File: src/rtl/pipe_credit_sink_pkg.sv
// Shared constants and helpers for the pipe_credit_sink block.
package pipe_credit_sink_pkg;

    localparam int DEFAULT_DEPTH = 4;

    // Wrapping increment so that non-power-of-2 depths cycle 0..depth-1.
    function automatic int unsigned ptr_inc(input int unsigned ptr, input int unsigned depth);
        return (ptr + 32'd1 >= depth) ? 32'd0 : ptr + 32'd1;
    endfunction

endpackage

File: src/rtl/pipe_credit_sink_if.sv
// Launch-credit, pipeline-result and ready/valid output signals of pipe_credit_sink.
import pipe_credit_sink_pkg::*;

interface pipe_credit_sink_if #(
    parameter int WIDTH = 32,
    parameter int DEPTH = DEFAULT_DEPTH
);
    localparam int CW = $clog2(DEPTH + 1);

    logic             issue_valid;
    logic             issue_ready;
    logic             pipe_valid;
    logic [WIDTH-1:0] pipe_data;
    logic             out_valid;
    logic             out_ready;
    logic [WIDTH-1:0] out_data;
    logic [CW-1:0]    credits;

    modport master (
        output issue_valid, pipe_valid, pipe_data, out_ready,
        input  issue_ready, out_valid, out_data, credits
    );

    modport slave (
        input  issue_valid, pipe_valid, pipe_data, out_ready,
        output issue_ready, out_valid, out_data, credits
    );

endinterface

File: src/rtl/pipe_credit_sink_fifo.sv
// Circular-buffer FIFO for pipe_credit_sink; the push side has no ready.
// PIPE_CREDIT_SINK_OVF_EN exposes full/count for overflow detection and checks.
import pipe_credit_sink_pkg::*;

module pipe_credit_sink_fifo #(
    parameter int WIDTH = 32,
    parameter int DEPTH = DEFAULT_DEPTH,
    localparam int CW = $clog2(DEPTH + 1)
) (
    input  logic             clk,
    input  logic             rst,
    input  logic             push,
    input  logic             pop,
    input  logic [WIDTH-1:0] wr_data,
    output logic [WIDTH-1:0] rd_data,
    output logic             empty
`ifdef PIPE_CREDIT_SINK_OVF_EN
    ,
    output logic             full,
    output logic [CW-1:0]    count
`endif
);
    localparam int PW = $clog2(DEPTH);

    logic [WIDTH-1:0] mem [DEPTH];
    logic [PW-1:0]    wr_ptr;
    logic [PW-1:0]    rd_ptr;
    logic [CW-1:0]    cnt;
    logic             is_full;
    logic             is_empty;
    logic             do_push;
    logic             do_pop;

    assign is_full  = (cnt == CW'(DEPTH));
    assign is_empty = (cnt == '0);
    assign do_pop   = pop && !is_empty;
    // A push into a full FIFO is accepted only when a pop frees the slot this cycle.
    assign do_push  = push && (!is_full || do_pop);

    always_ff @(posedge clk or posedge rst) begin
        if (rst) begin
            wr_ptr <= '0;
            rd_ptr <= '0;
            cnt    <= '0;
        end else begin
            if (do_push)
                wr_ptr <= PW'(ptr_inc(32'(wr_ptr), DEPTH));
            if (do_pop)
                rd_ptr <= PW'(ptr_inc(32'(rd_ptr), DEPTH));
            if (do_push && !do_pop)
                cnt <= cnt + 1'b1;
            else if (do_pop && !do_push)
                cnt <= cnt - 1'b1;
        end
    end

    always_ff @(posedge clk) begin
        if (do_push)
            mem[wr_ptr] <= wr_data;
    end

    // Storage is not reset, so the head is masked to zero while empty.
    assign rd_data = is_empty ? '0 : mem[rd_ptr];
    assign empty   = is_empty;

`ifdef PIPE_CREDIT_SINK_OVF_EN
    assign full  = is_full;
    assign count = cnt;
`endif

endmodule

File: src/rtl/pipe_credit_sink.sv
// Credit-based sink for a valid-only pipeline: launches are gated by FIFO-slot credits.
// Define PIPE_CREDIT_SINK_OVF_EN to add the sticky overflow port and sanity assertions.
import pipe_credit_sink_pkg::*;

module pipe_credit_sink #(
    parameter int WIDTH = 32,
    parameter int DEPTH = DEFAULT_DEPTH
) (
    input  logic              clk,
    input  logic              rst,
    pipe_credit_sink_if.slave bus
`ifdef PIPE_CREDIT_SINK_OVF_EN
    ,
    output logic              overflow
`endif
);
    localparam int CW = $clog2(DEPTH + 1);

    logic [CW-1:0] credits_q;
    logic [CW-1:0] credits_next;
    logic          issue_ready_q;
    logic          issue;
    logic          pop;
    logic          empty;
`ifdef PIPE_CREDIT_SINK_OVF_EN
    logic          full;
    logic [CW-1:0] count;
`endif

    assign issue = bus.issue_valid && issue_ready_q;
    assign pop   = !empty && bus.out_ready;

    // A credit comes back only when its beat leaves the FIFO, never on push.
    always_comb begin
        credits_next = credits_q;
        if (issue && !pop)
            credits_next = credits_q - 1'b1;
        else if (pop && !issue)
            credits_next = credits_q + 1'b1;
    end

    always_ff @(posedge clk or posedge rst) begin
        if (rst) begin
            credits_q     <= CW'(DEPTH);
            issue_ready_q <= 1'b1;
        end else begin
            credits_q     <= credits_next;
            issue_ready_q <= (credits_next != '0);
        end
    end

    pipe_credit_sink_fifo #(
        .WIDTH(WIDTH),
        .DEPTH(DEPTH)
    ) u_fifo (
        .clk     (clk),
        .rst     (rst),
        .push    (bus.pipe_valid),
        .pop     (pop),
        .wr_data (bus.pipe_data),
        .rd_data (bus.out_data),
        .empty   (empty)
`ifdef PIPE_CREDIT_SINK_OVF_EN
        ,
        .full    (full),
        .count   (count)
`endif
    );

    assign bus.issue_ready = issue_ready_q;
    assign bus.credits     = credits_q;
    assign bus.out_valid   = !empty;

`ifdef PIPE_CREDIT_SINK_OVF_EN
    always_ff @(posedge clk or posedge rst) begin
        if (rst)
            overflow <= 1'b0;
        else if (bus.pipe_valid && full && !pop)
            overflow <= 1'b1;
    end

    assert property (@(posedge clk) disable iff (rst) credits_q <= CW'(DEPTH));
    assert property (@(posedge clk) disable iff (rst)
        ({1'b0, credits_q} + {1'b0, count}) <= (CW + 1)'(DEPTH));
`else
    // Without the option, a beat pushed into a full FIFO is dropped silently.
`endif

endmodule

File: src/flat_wrapper.sv
// flat-port wrapper written by rule: the top's interface ports become plain ports
module pipe_credit_sink_flat 
#(
    parameter int WIDTH = 32,
    parameter int DEPTH = DEFAULT_DEPTH
)
  (clk, rst, bus_issue_valid, bus_pipe_valid, bus_pipe_data, bus_out_ready, bus_issue_ready, bus_out_valid, bus_out_data, bus_credits);
  pipe_credit_sink_if #(.WIDTH(WIDTH), .DEPTH(DEPTH)) bus_i ();
  input  logic clk;
  input  logic rst;
  input wire logic [$bits(bus_i.issue_valid)-1:0] bus_issue_valid;
  input wire logic [$bits(bus_i.pipe_valid)-1:0] bus_pipe_valid;
  input wire logic [$bits(bus_i.pipe_data)-1:0] bus_pipe_data;
  input wire logic [$bits(bus_i.out_ready)-1:0] bus_out_ready;
  output wire logic [$bits(bus_i.issue_ready)-1:0] bus_issue_ready;
  output wire logic [$bits(bus_i.out_valid)-1:0] bus_out_valid;
  output wire logic [$bits(bus_i.out_data)-1:0] bus_out_data;
  output wire logic [$bits(bus_i.credits)-1:0] bus_credits;
  assign bus_i.issue_valid = bus_issue_valid;
  assign bus_i.pipe_valid = bus_pipe_valid;
  assign bus_i.pipe_data = bus_pipe_data;
  assign bus_i.out_ready = bus_out_ready;
  assign bus_issue_ready = bus_i.issue_ready;
  assign bus_out_valid = bus_i.out_valid;
  assign bus_out_data = bus_i.out_data;
  assign bus_credits = bus_i.credits;
  pipe_credit_sink #(.WIDTH(WIDTH), .DEPTH(DEPTH)) u_core (.clk(clk), .rst(rst), .bus(bus_i));
endmodule
File: config.mk
export PLATFORM = sky130hd
export DESIGN_NAME = pipe_credit_sink_flat
export DESIGN_NICKNAME = d
export VERILOG_FILES = /design/src/rtl/pipe_credit_sink_pkg.sv /design/src/rtl/pipe_credit_sink_if.sv /design/src/rtl/pipe_credit_sink_fifo.sv /design/src/rtl/pipe_credit_sink.sv /design/src/flat_wrapper.sv
export SDC_FILE = /design/constraint.sdc
export NUM_CORES = 1
export LEC_CHECK = 0
export BUFFER_PORTS_ARGS = -buffer_cell sky130_fd_sc_hd__buf_2
export CAP_MARGIN = 20
export CORE_ASPECT_RATIO = 0.75
export CORE_UTILIZATION = 32
export CTS_BUF_LIST = sky130_fd_sc_hd__clkbuf_8
export DETAILED_ROUTE_END_ITERATION = 12
export MAX_ROUTING_LAYER = met4
export PLACE_DENSITY_LB_ADDON = 0.1
export REMOVE_ABC_BUFFERS = 1
export SLEW_MARGIN = 5
export SYNTH_ARGS = -nofsm -noshare
export SYNTH_HDL_FRONTEND = slang
export SYNTH_SLANG_ARGS = --single-unit
export TNS_END_PERCENT = 50
File: constraint.sdc
create_clock -name clk -period 2 [get_ports clk]
set_input_delay 0.1 -clock clk [delete_from_list [all_inputs] [get_ports clk]]
set_output_delay 0.1 -clock clk [all_outputs]
set_load 0.05 [all_outputs]
==> flow_metrics.env, run 1 <==
export IMPL_status="finished with violations"
export IMPL_violations="setup timing"
export IMPL_numCtsBuffers=17
export IMPL_rsz0062_at_grt="true"
export IMPL_worst_r2r_path_depth=5
export IMPL_cpPeakStageDelay_ns=0.49
export IMPL_path_buf_inv=3
export IMPL_fmax_mhz=486
export IMPL_cts_sinks=139
export IMPL_path_clk_slew_ns=0.08
export IMPL_layout_common_cells="128 x edfxtp_1, 41 x buf_2, 36 x buf_6, 33 x dlygate4sd3_1, 32 x mux4_2"
export IMPL_hpwlAfterDp_um=6230
export IMPL_crit_start="u_core.u_fifo.rd_ptr[0]$_DFFE_PP0N_"
export IMPL_endpoint_kind="output port"
export IMPL_timing_rr_start="u_core.u_fifo.cnt[0]$_DFFE_PP0P_"
export IMPL_power_density_mw_per_mm2=1740
export IMPL_cts_tree="yes"
export IMPL_critPathRequiredTime_ns=1.90
export IMPL_async_reset_ff_frac=0.0791
export IMPL_grt_overflow=0
export IMPL_place_congestion=0.715
export IMPL_start_util=0.328
export IMPL_grt_usage=0.143
export IMPL_cts_buffer_depth=2
export IMPL_yosys_register_bits=139
export IMPL_setup_violations=27
export IMPL_worst_path_most_repeated_cell="buf_6"
export IMPL_hold_ws_ns=0.0697
export IMPL_core_area_sq_mm=0.0169
export IMPL_synth_cells=273
export IMPL_hold_viol_final=0
export IMPL_drive_gt1_frac=0.457
export IMPL_final_nets=455
export IMPL_num_antenna_cells=0
export IMPL_hold_path_depth=4
export IMPL_synth_edf_count=128
export IMPL_cpLargestDelayFamily="multiplexers"
export IMPL_hold_start="bus_out_ready"
export IMPL_dr_first_iter_drc_count=140
export IMPL_worstSkewPairLatency_ns=0.44
export IMPL_ys_seq_area_frac=0.743
export IMPL_num_fill_cells=1474
export IMPL_die_y_um=116
export IMPL_wl_per_cell_um=17.9
export IMPL_start_kind="flop"
export IMPL_r2r_setup_slack_ns=0.03
export IMPL_skew_ns=0.00774
export IMPL_first_pass_iters=4
export IMPL_grt_pass1_wl_um=17400
export IMPL_synth_ff_type="edfxtp_1"
export IMPL_critPathArrivalTime_ns=1.96
export IMPL_cp_depth=5
export IMPL_drc=0
export IMPL_critPathKind="flop to output port"
export IMPL_grt_pass1_vias=3059
export IMPL_leakagePower_uw=0.00278
export IMPL_slew_headroom=0.670
export IMPL_synthToLayoutAreaGrowth_pct=36.2
export IMPL_dpl_cell_count=564
export IMPL_crit_slowest_cell="mux4_2"
export IMPL_fin_setup_tns_ns=-0.926
export IMPL_utilization=0.447
export IMPL_ios=74
export IMPL_vias_per_cell=4.59
export IMPL_min_period_ns=2.06
export IMPL_r2r_end="u_core.u_fifo.cnt[1]$_DFFE_PP0P_"
export IMPL_final_common_cell="edfxtp_1"
export IMPL_fin_ws_ns=-0.0591
export IMPL_pre_cts_slack_ns=0.0277
export IMPL_dieArea_sq_mm=0.0179
export IMPL_tightest_slew_ns=0.494
export IMPL_detail_route_antenna_nets=0
export IMPL_ir_drop_mv=0.993
export IMPL_htree_levels=4
export IMPL_num_rows=41
export IMPL_avgSynthCellArea_sq_um=20.3
export IMPL_grt_max_degree=33
export IMPL_netlist_cell_type_count=33
export IMPL_syn_area_sq_mm=0.00554
export IMPL_final_instance_count_excl_fill=637
export IMPL_endpoint="bus_out_data[3]"
export IMPL_timing_max_cap_violations=0
export IMPL_yosys_warnings=0
export IMPL_hold_path_class="primary input to flop"
export IMPL_antenna_found_initial=0
export IMPL_die_x_um=154
export IMPL_drv_slew=0
export IMPL_fin_crit_sh=1.03
export IMPL_vias=2922
export IMPL_critPathMaxFanout=4
export IMPL_postRouteWirelength_um=11400
export IMPL_portBuffers=73
export IMPL_root_buffer="clkbuf_8"
export IMPL_path_cells="buf_6 -> clkbuf_16 -> mux4_2 -> nor2b_1 -> buf_6"
-- power breakdown --
group	internal (uW)	total [uW]	switching, uW
logic	2900	6710	3810
registers	3840	4060	216
clock network	1340	2380	1050
-- cells in the mapped netlist (2+ instances only) --
| cell | count | share of area |
|---|---|---|
| and2_1 | 4 | 0.0045 |
| buf_6 | 4 | 0.0081 |
| clkbuf_1 | 4 | 0.0027 |
| edfxtp_1 | 128 | 0.69 |
| buf_2 | 3 | 0.0027 |
| nor2_1 | 4 | 0.0027 |
| mux4_2 | 32 | 0.13 |
| xnor2_1 | 4 | 0.0063 |
| inv_1 | 11 | 0.0074 |
| nor2b_1 | 32 | 0.036 |
| nand2_1 | 6 | 0.0041 |
| dfrtp_1 | 9 | 0.041 |
| a21oi_1 | 2 | 0.0018 |
| ha_1 | 8 | 0.018 |
| o21ai_1 | 3 | 0.0027 |
| dfstp_2 | 2 | 0.0095 |
-- registers in the layout, indices dropped and copies added (netlist names) --
name and cells:
u_core.bus.credits 3, u_core.bus.issue_ready 1, u_core.u_fifo.mem 128, u_core.u_fifo.rd_ptr 2
u_core.u_fifo.cnt 3, u_core.u_fifo.wr_ptr 2
-- worst min path at each step --
stage / slack (ns) / end
after floorplan: -0.05 / u_core.bus.credits[0]$_DFF_PP0_
after global placement: 0.14 / u_core.u_fifo.wr_ptr[0]$_DFFE_PP0N_
after detailed placement: 0.16 / u_core.u_fifo.cnt[0]$_DFFE_PP0P_
after CTS: 0.03 / u_core.u_fifo.rd_ptr[1]$_DFFE_PP0N_
after global routing: 0.07 / u_core.u_fifo.rd_ptr[1]$_DFFE_PP0N_
final: 0.07 / u_core.u_fifo.rd_ptr[1]$_DFFE_PP0N_
-- through the flow --
stage / power (uW) / instance area (sq um)
3_3_place_gp: 9390 / 6300
2_1_floorplan: 7920 / 5470
3_5_place_dp: 9420 / 6300
4_1_cts: 12700 / 7280
6_report: 13200 / 7550
5_1_grt: 13800 / 7550
-- per-layer routing --
layer	GRT usage	routed length, um
met4	0.0700	180
met5	-	0
met3	0.0292	427
met1	0.175	5200
met2	0.230	5600
-- repair_timing --
| item | in CTS | in global routing |
|---|---|---|
| endpoints found under the hold margin | 137 | 0 |
| buffers inserted | 4 | 1 |
| setup endpoints to repair | 32 | 35 |
| hold buffers | 33 | 0 |
| gates resized for setup | 52 | 65 |
| pin swaps | 0 | 0 |
| gates cloned | 2 | 2 |
-- tightest hold or removal path: cells and delay by family --
family	cells	cell delay, ns
simple gates	2	0.12
compound gates	1	0.14
buf+inv	1	0.11
-- kinds of logic after synthesis --
logic type	Yosys count	synth area share
DFF	139	0.743
and+or+nand+nor	52	0.0546
muxes	33	0.132
buffers and inverters	23	0.0226
AOI/OAI and AO/OA	12	0.0178
adders and majority gates	9	0.0217
xor gates and xnor gates	5	0.00790
-- layout make-up --
cell class | count | area (sq um) | area share
Sequential cell | 139 | 4130 | 0.547
Multi-Input combinational cell | 111 | 1450 | 0.193
Timing Repair Buffer | 128 | 1230 | 0.163
Tap cell | 215 | 269 | 0.0356
Clock buffer | 17 | 234 | 0.0310
Clock inverter | 15 | 181 | 0.0240
Inverter | 12 | 50.0 | 0.00663
(Power assumes the default switching activity.)
==> run 2: changes to the inputs <==
Settings changed: SKIP_CTS_REPAIR_TIMING set to 1.
==> flow_metrics.env, run 2 (synthesis gave the netlist of run 1 again) <==
export IMPL_fmax_mhz=471
export IMPL_largest_register_ffs=128
export IMPL_cpPeakStageDelay_ns=0.51
export IMPL_drv_slew=0
export IMPL_die_y_um=116
export IMPL_path_clk_slew_ns=0.08
export IMPL_wl_met3_um=408
export IMPL_setup_violations=29
export IMPL_postRouteWirelength_um=11500
export IMPL_slew_headroom=0.665
export IMPL_power_density_mw_per_mm2=1740
export IMPL_dr_first_iter_drc_count=141
export IMPL_worstSkewPairLatency_ns=0.44
export IMPL_highest_layer="met4"
export IMPL_finalPower_uw=13200
export IMPL_grt_usage=0.135
export IMPL_grt_overflow=0
export IMPL_wl_met1_um=5260
export IMPL_critPathMaxFanout=5
export IMPL_skew_ns=0.00797
export IMPL_path_cells="buf_6 -> clkbuf_16 -> mux4_2 -> nor2b_4 -> buf_6"
export IMPL_cts_tree="yes"
export IMPL_worst_path_most_repeated_cell="buf_6"
export IMPL_critPathKind="flop to output port"
export IMPL_vias_per_cell=4.56
export IMPL_multi_input_area_sq_mm=0.00149
export IMPL_num_antenna_cells=0
export IMPL_drive_gt1_frac=0.470
export IMPL_cpLargestDelayFamily="multiplexers"
export IMPL_grt_max_degree=33
export IMPL_die_x_um=154
export IMPL_first_pass_iters=4
export IMPL_antenna_found_initial=0
export IMPL_critPathRequiredTime_ns=1.90
export IMPL_timing_max_cap_violations=0
export IMPL_largest_register="u_core.u_fifo.mem"
export IMPL_hold_ws_ns=0.0653
export IMPL_rsz0062_at_grt="true"
export IMPL_endpoint_kind="output port"
export IMPL_hold_path_class="primary input to flop"
export IMPL_drc=0
export IMPL_place_congestion=0.715
export IMPL_root_buffer="clkbuf_8"
export IMPL_crit_slowest_cell="mux4_2"
export IMPL_num_fill_cells=1474
export IMPL_critPathArrivalTime_ns=2.02
export IMPL_leakagePower_uw=0.00280
export IMPL_ff_latch_area_sq_mm=0.00413
export IMPL_numCtsBuffers=17
export IMPL_grt_pass1_wl_um=16400
export IMPL_grt_pass1_vias=2841
export IMPL_tightest_slew_ns=0.502
export IMPL_cts_sinks=139
export IMPL_routed_wl_met2_um=5670
export IMPL_dieArea_sq_mm=0.0179
export IMPL_synthToLayoutAreaGrowth_pct=36.6
export IMPL_path_buf_inv=3
export IMPL_fin_setup_tns_ns=-2.68
export IMPL_wl_per_cell_um=18.1
export IMPL_fin_crit_sh=1.06
export IMPL_status="finished with violations"
export IMPL_start_kind="flop"
export IMPL_hpwlAfterDp_um=6230
export IMPL_portBuffers=73
export IMPL_final_common_cell="edfxtp_1"
export IMPL_num_rows=41
export IMPL_ios=74
export IMPL_detail_route_antenna_nets=0
export IMPL_cts_buffer_depth=2
export IMPL_ir_drop_mv=0.994
export IMPL_final_nets=456
export IMPL_violations="setup timing"
export IMPL_hold_viol_final=0
export IMPL_fin_ws_ns=-0.123
export IMPL_core_area_sq_mm=0.0169
export IMPL_min_period_ns=2.12
export IMPL_start_util=0.328
export IMPL_layout_common_cells="128 x edfxtp_1, 43 x buf_2, 33 x dlygate4sd3_1, 33 x buf_6, 32 x mux4_2"
export IMPL_htree_levels=4
export IMPL_vias=2908
## run 2: cell count changes in the layout (fill, tap and decap cells not counted), sizes merged
cell	delta
clkbuf	+1
## run 2: power breakdown
part / switching, uW / internal, uW / total [uW]
clock: 1050 / 1340 / 2380
sequential: 225 / 3850 / 4070
combinational: 3820 / 2920 / 6740
total: 5090 / 8100 / 13200
## run 2: layout make-up
type / count / area share
Sequential cell: 139 / 0.545
Timing Repair Buffer: 129 / 0.161
Clock buffer: 17 / 0.0309
Multi-Input combinational cell: 111 / 0.196
Tap cell: 215 / 0.0355
Inverter: 12 / 0.00661
Clock inverter: 15 / 0.0240
## run 2: stage by stage
step | instance area [sq um] | setup slack [ns] | instances | util
2_1_floorplan | 5470 | -0.677 | 262 | -
3_3_place_gp | 6300 | 0.0633 | 564 | 0.373
3_5_place_dp | 6300 | 0.0277 | 564 | 0.373
4_1_cts | 6710 | -0.190 | 596 | 0.398
5_1_grt | 7570 | -0.184 | 638 | 0.449
6_report | 7570 | -0.123 | 638 | 0.449
## run 2: worst paths after layout
kind	startpoint	to	slack, ns	cells past startpoint
worst max-delay path	u_core.u_fifo.rd_ptr[0]$_DFFE_PP0N_	bus_out_data[9]	-0.12	5
worst min-delay path	bus_out_ready	u_core.u_fifo.rd_ptr[1]$_DFFE_PP0N_	0.07	4
worst max register to register	u_core.u_fifo.cnt[0]$_DFFE_PP0P_	u_core.u_fifo.cnt[1]$_DFFE_PP0P_	0.03	5
max in group asynchronous	rst	u_core.u_fifo.rd_ptr[0]$_DFFE_PP0N_	1.40	3
worst min register to register	u_core.u_fifo.wr_ptr[0]$_DFFE_PP0N_	u_core.u_fifo.wr_ptr[0]$_DFFE_PP0N_	0.60	3
min in group asynchronous	rst	u_core.u_fifo.cnt[0]$_DFFE_PP0P_	0.22	3
## run 2: tightest hold or removal path, cell delays in order
cell	delay [ns]
buf_2	0.11
o31a_4	0.14
nand2_1	0.08
nand2_1	0.04
## run 2: per-layer routing
| metal | GRT usage | vias up |
|---|---|---|
| met5 | - | - |
| li1 | - | 1350 |
| met3 | 0.0314 | 18 |
| met2 | 0.215 | 65 |
| met1 | 0.162 | 1475 |
| met4 | 0.0700 | 0 |
==> run 3: changes to the inputs <==
Settings changed: CAP_MARGIN 20 to 30, SETUP_SLACK_MARGIN set to 0.15.
==> flow_metrics.env, run 3 (synthesis gave the netlist of run 1 again) <==
export IMPL_critPathMaxFanout=5
export IMPL_rsz0062_at_grt="true"
export IMPL_drv_slew=0
export IMPL_finalPower_uw=13300
export IMPL_synthToLayoutAreaGrowth_pct=37.0
export IMPL_final_nets=456
export IMPL_cts_sinks=139
export IMPL_power_density_mw_per_mm2=1740
export IMPL_gr_usage_met1=0.162
export IMPL_start_util=0.328
export IMPL_fin_setup_tns_ns=-2.70
export IMPL_wl_per_cell_um=18.0
export IMPL_critPathKind="flop to output port"
export IMPL_met2_usage=0.215
export IMPL_skew_ns=0.00748
export IMPL_worstSkewPairLatency_ns=0.44
export IMPL_final_common_cell="edfxtp_1"
export IMPL_critPathArrivalTime_ns=2.02
export IMPL_postRouteWirelength_um=11500
export IMPL_timing_max_cap_violations=0
export IMPL_fmax_mhz=471
export IMPL_largest_register="u_core.u_fifo.mem"
export IMPL_p_sw_frac=0.385
export IMPL_tightest_slew_ns=0.502
export IMPL_setup_violations=29
export IMPL_hpwlAfterDp_um=6230
export IMPL_grt_usage=0.135
export IMPL_drive_gt1_frac=0.475
export IMPL_die_x_um=154
export IMPL_grt_util_met3=0.0314
export IMPL_fin_ws_ns=-0.124
export IMPL_dr_first_iter_drc_count=148
export IMPL_power_frac_seq=0.307
export IMPL_grt_busiest_layer="met2"
export IMPL_path_clk_slew_ns=0.08
export IMPL_grt_max_degree=33
export IMPL_violations="setup timing"
export IMPL_hold_path_class="primary input to flop"
export IMPL_ios=74
export IMPL_cts_tree="yes"
export IMPL_min_period_ns=2.12
export IMPL_status="finished with violations"
export IMPL_portBuffers=73
export IMPL_switchingPower_uw=5100
export IMPL_num_rows=41
export IMPL_detail_route_antenna_nets=0
export IMPL_drc=0
export IMPL_root_buffer="clkbuf_8"
export IMPL_place_congestion=0.715
export IMPL_largest_register_ffs=128
export IMPL_critPathRequiredTime_ns=1.90
export IMPL_hold_ws_ns=0.0641
export IMPL_leakagePower_uw=0.00282
export IMPL_endpoint_kind="output port"
export IMPL_p_int_uw=8150
export IMPL_p_clk_frac=0.180
export IMPL_core_area_sq_mm=0.0169
export IMPL_grt_overflow=0
export IMPL_grt_pass1_wl_um=16400
export IMPL_antenna_found_initial=0
export IMPL_power_frac_comb=0.513
export IMPL_grt_pass1_vias=2841
export IMPL_hold_viol_final=0
export IMPL_htree_levels=4
export IMPL_cts_buffer_depth=2
export IMPL_ir_drop_mv=0.992
export IMPL_start_kind="flop"
export IMPL_fin_crit_sh=1.06
export IMPL_dieArea_sq_mm=0.0179
export IMPL_slew_headroom=0.665
export IMPL_layout_common_cells="128 x edfxtp_1, 42 x buf_2, 34 x buf_6, 33 x dlygate4sd3_1, 32 x mux4_2"
export IMPL_die_y_um=116
export IMPL_vias_per_cell=4.56
export IMPL_vias=2910
export IMPL_num_antenna_cells=0
export IMPL_first_pass_iters=4
export IMPL_numCtsBuffers=17
-- run 3: area by class of cell --
class                           instances  area (sq um)
Clock inverter                         15           181
Sequential cell                       139          4130
Multi-Input combinational cell        111          1500
Clock buffer                           17           234
Fill cell                            1472          9280
Inverter                               12          50.0
Timing Repair Buffer                  129          1230
Tap cell                              215           269
-- run 3: worst paths after layout --
kind	endpoint	cells after the start	start	slack [ns]
setup / recovery	bus_out_data[9]	5	u_core.u_fifo.rd_ptr[0]$_DFFE_PP0N_	-0.12
hold / removal	u_core.u_fifo.rd_ptr[1]$_DFFE_PP0N_	4	bus_out_ready	0.06
setup reg to reg	u_core.u_fifo.cnt[1]$_DFFE_PP0P_	5	u_core.u_fifo.cnt[0]$_DFFE_PP0P_	0.03
hold reg to reg	u_core.u_fifo.wr_ptr[0]$_DFFE_PP0N_	3	u_core.u_fifo.wr_ptr[0]$_DFFE_PP0N_	0.60
max in group asynchronous	u_core.u_fifo.rd_ptr[0]$_DFFE_PP0N_	3	rst	1.40
min in group asynchronous	u_core.u_fifo.cnt[2]$_DFFE_PP0P_	3	rst	0.22
-- run 3: power by group through the flow --
stage / registers, uW / logic, uW / clock network [uW]
after floorplan: 4410 / 3500 / 0
after global placement: 4110 / 5280 / 0
after detailed placement: 4130 / 5290 / 0
after CTS: 4060 / 5300 / 2470
after global routing: 4130 / 7200 / 2580
final: 4070 / 6800 / 2380
-- run 3: per-layer routing --
| layer | vias up | routed length (um) |
|---|---|---|
| met2 | 68 | 5650 |
| li1 | 1350 | - |
| met1 | 1474 | 5220 |
| met5 | - | 0 |
| met4 | 0 | 176 |
| met3 | 18 | 456 |
-- run 3: stage by stage --
stage / cells / utilization / cell area [sq um] / worst slack, ns
floorplan: 262 / - / 5470 / -0.677
global placement: 564 / 0.373 / 6300 / 0.0633
detailed placement: 564 / 0.373 / 6300 / 0.0277
CTS: 596 / 0.398 / 6710 / -0.190
global route: 638 / 0.450 / 7590 / -0.185
finish: 638 / 0.450 / 7590 / -0.124
-- run 3: worst max-delay path, cell delays in order (launching register included) --
cell and delay (ns):
dfrtp_4 0.48, buf_6 0.14, clkbuf_16 0.15, mux4_2 0.51
nor2b_4 0.15, buf_6 0.15
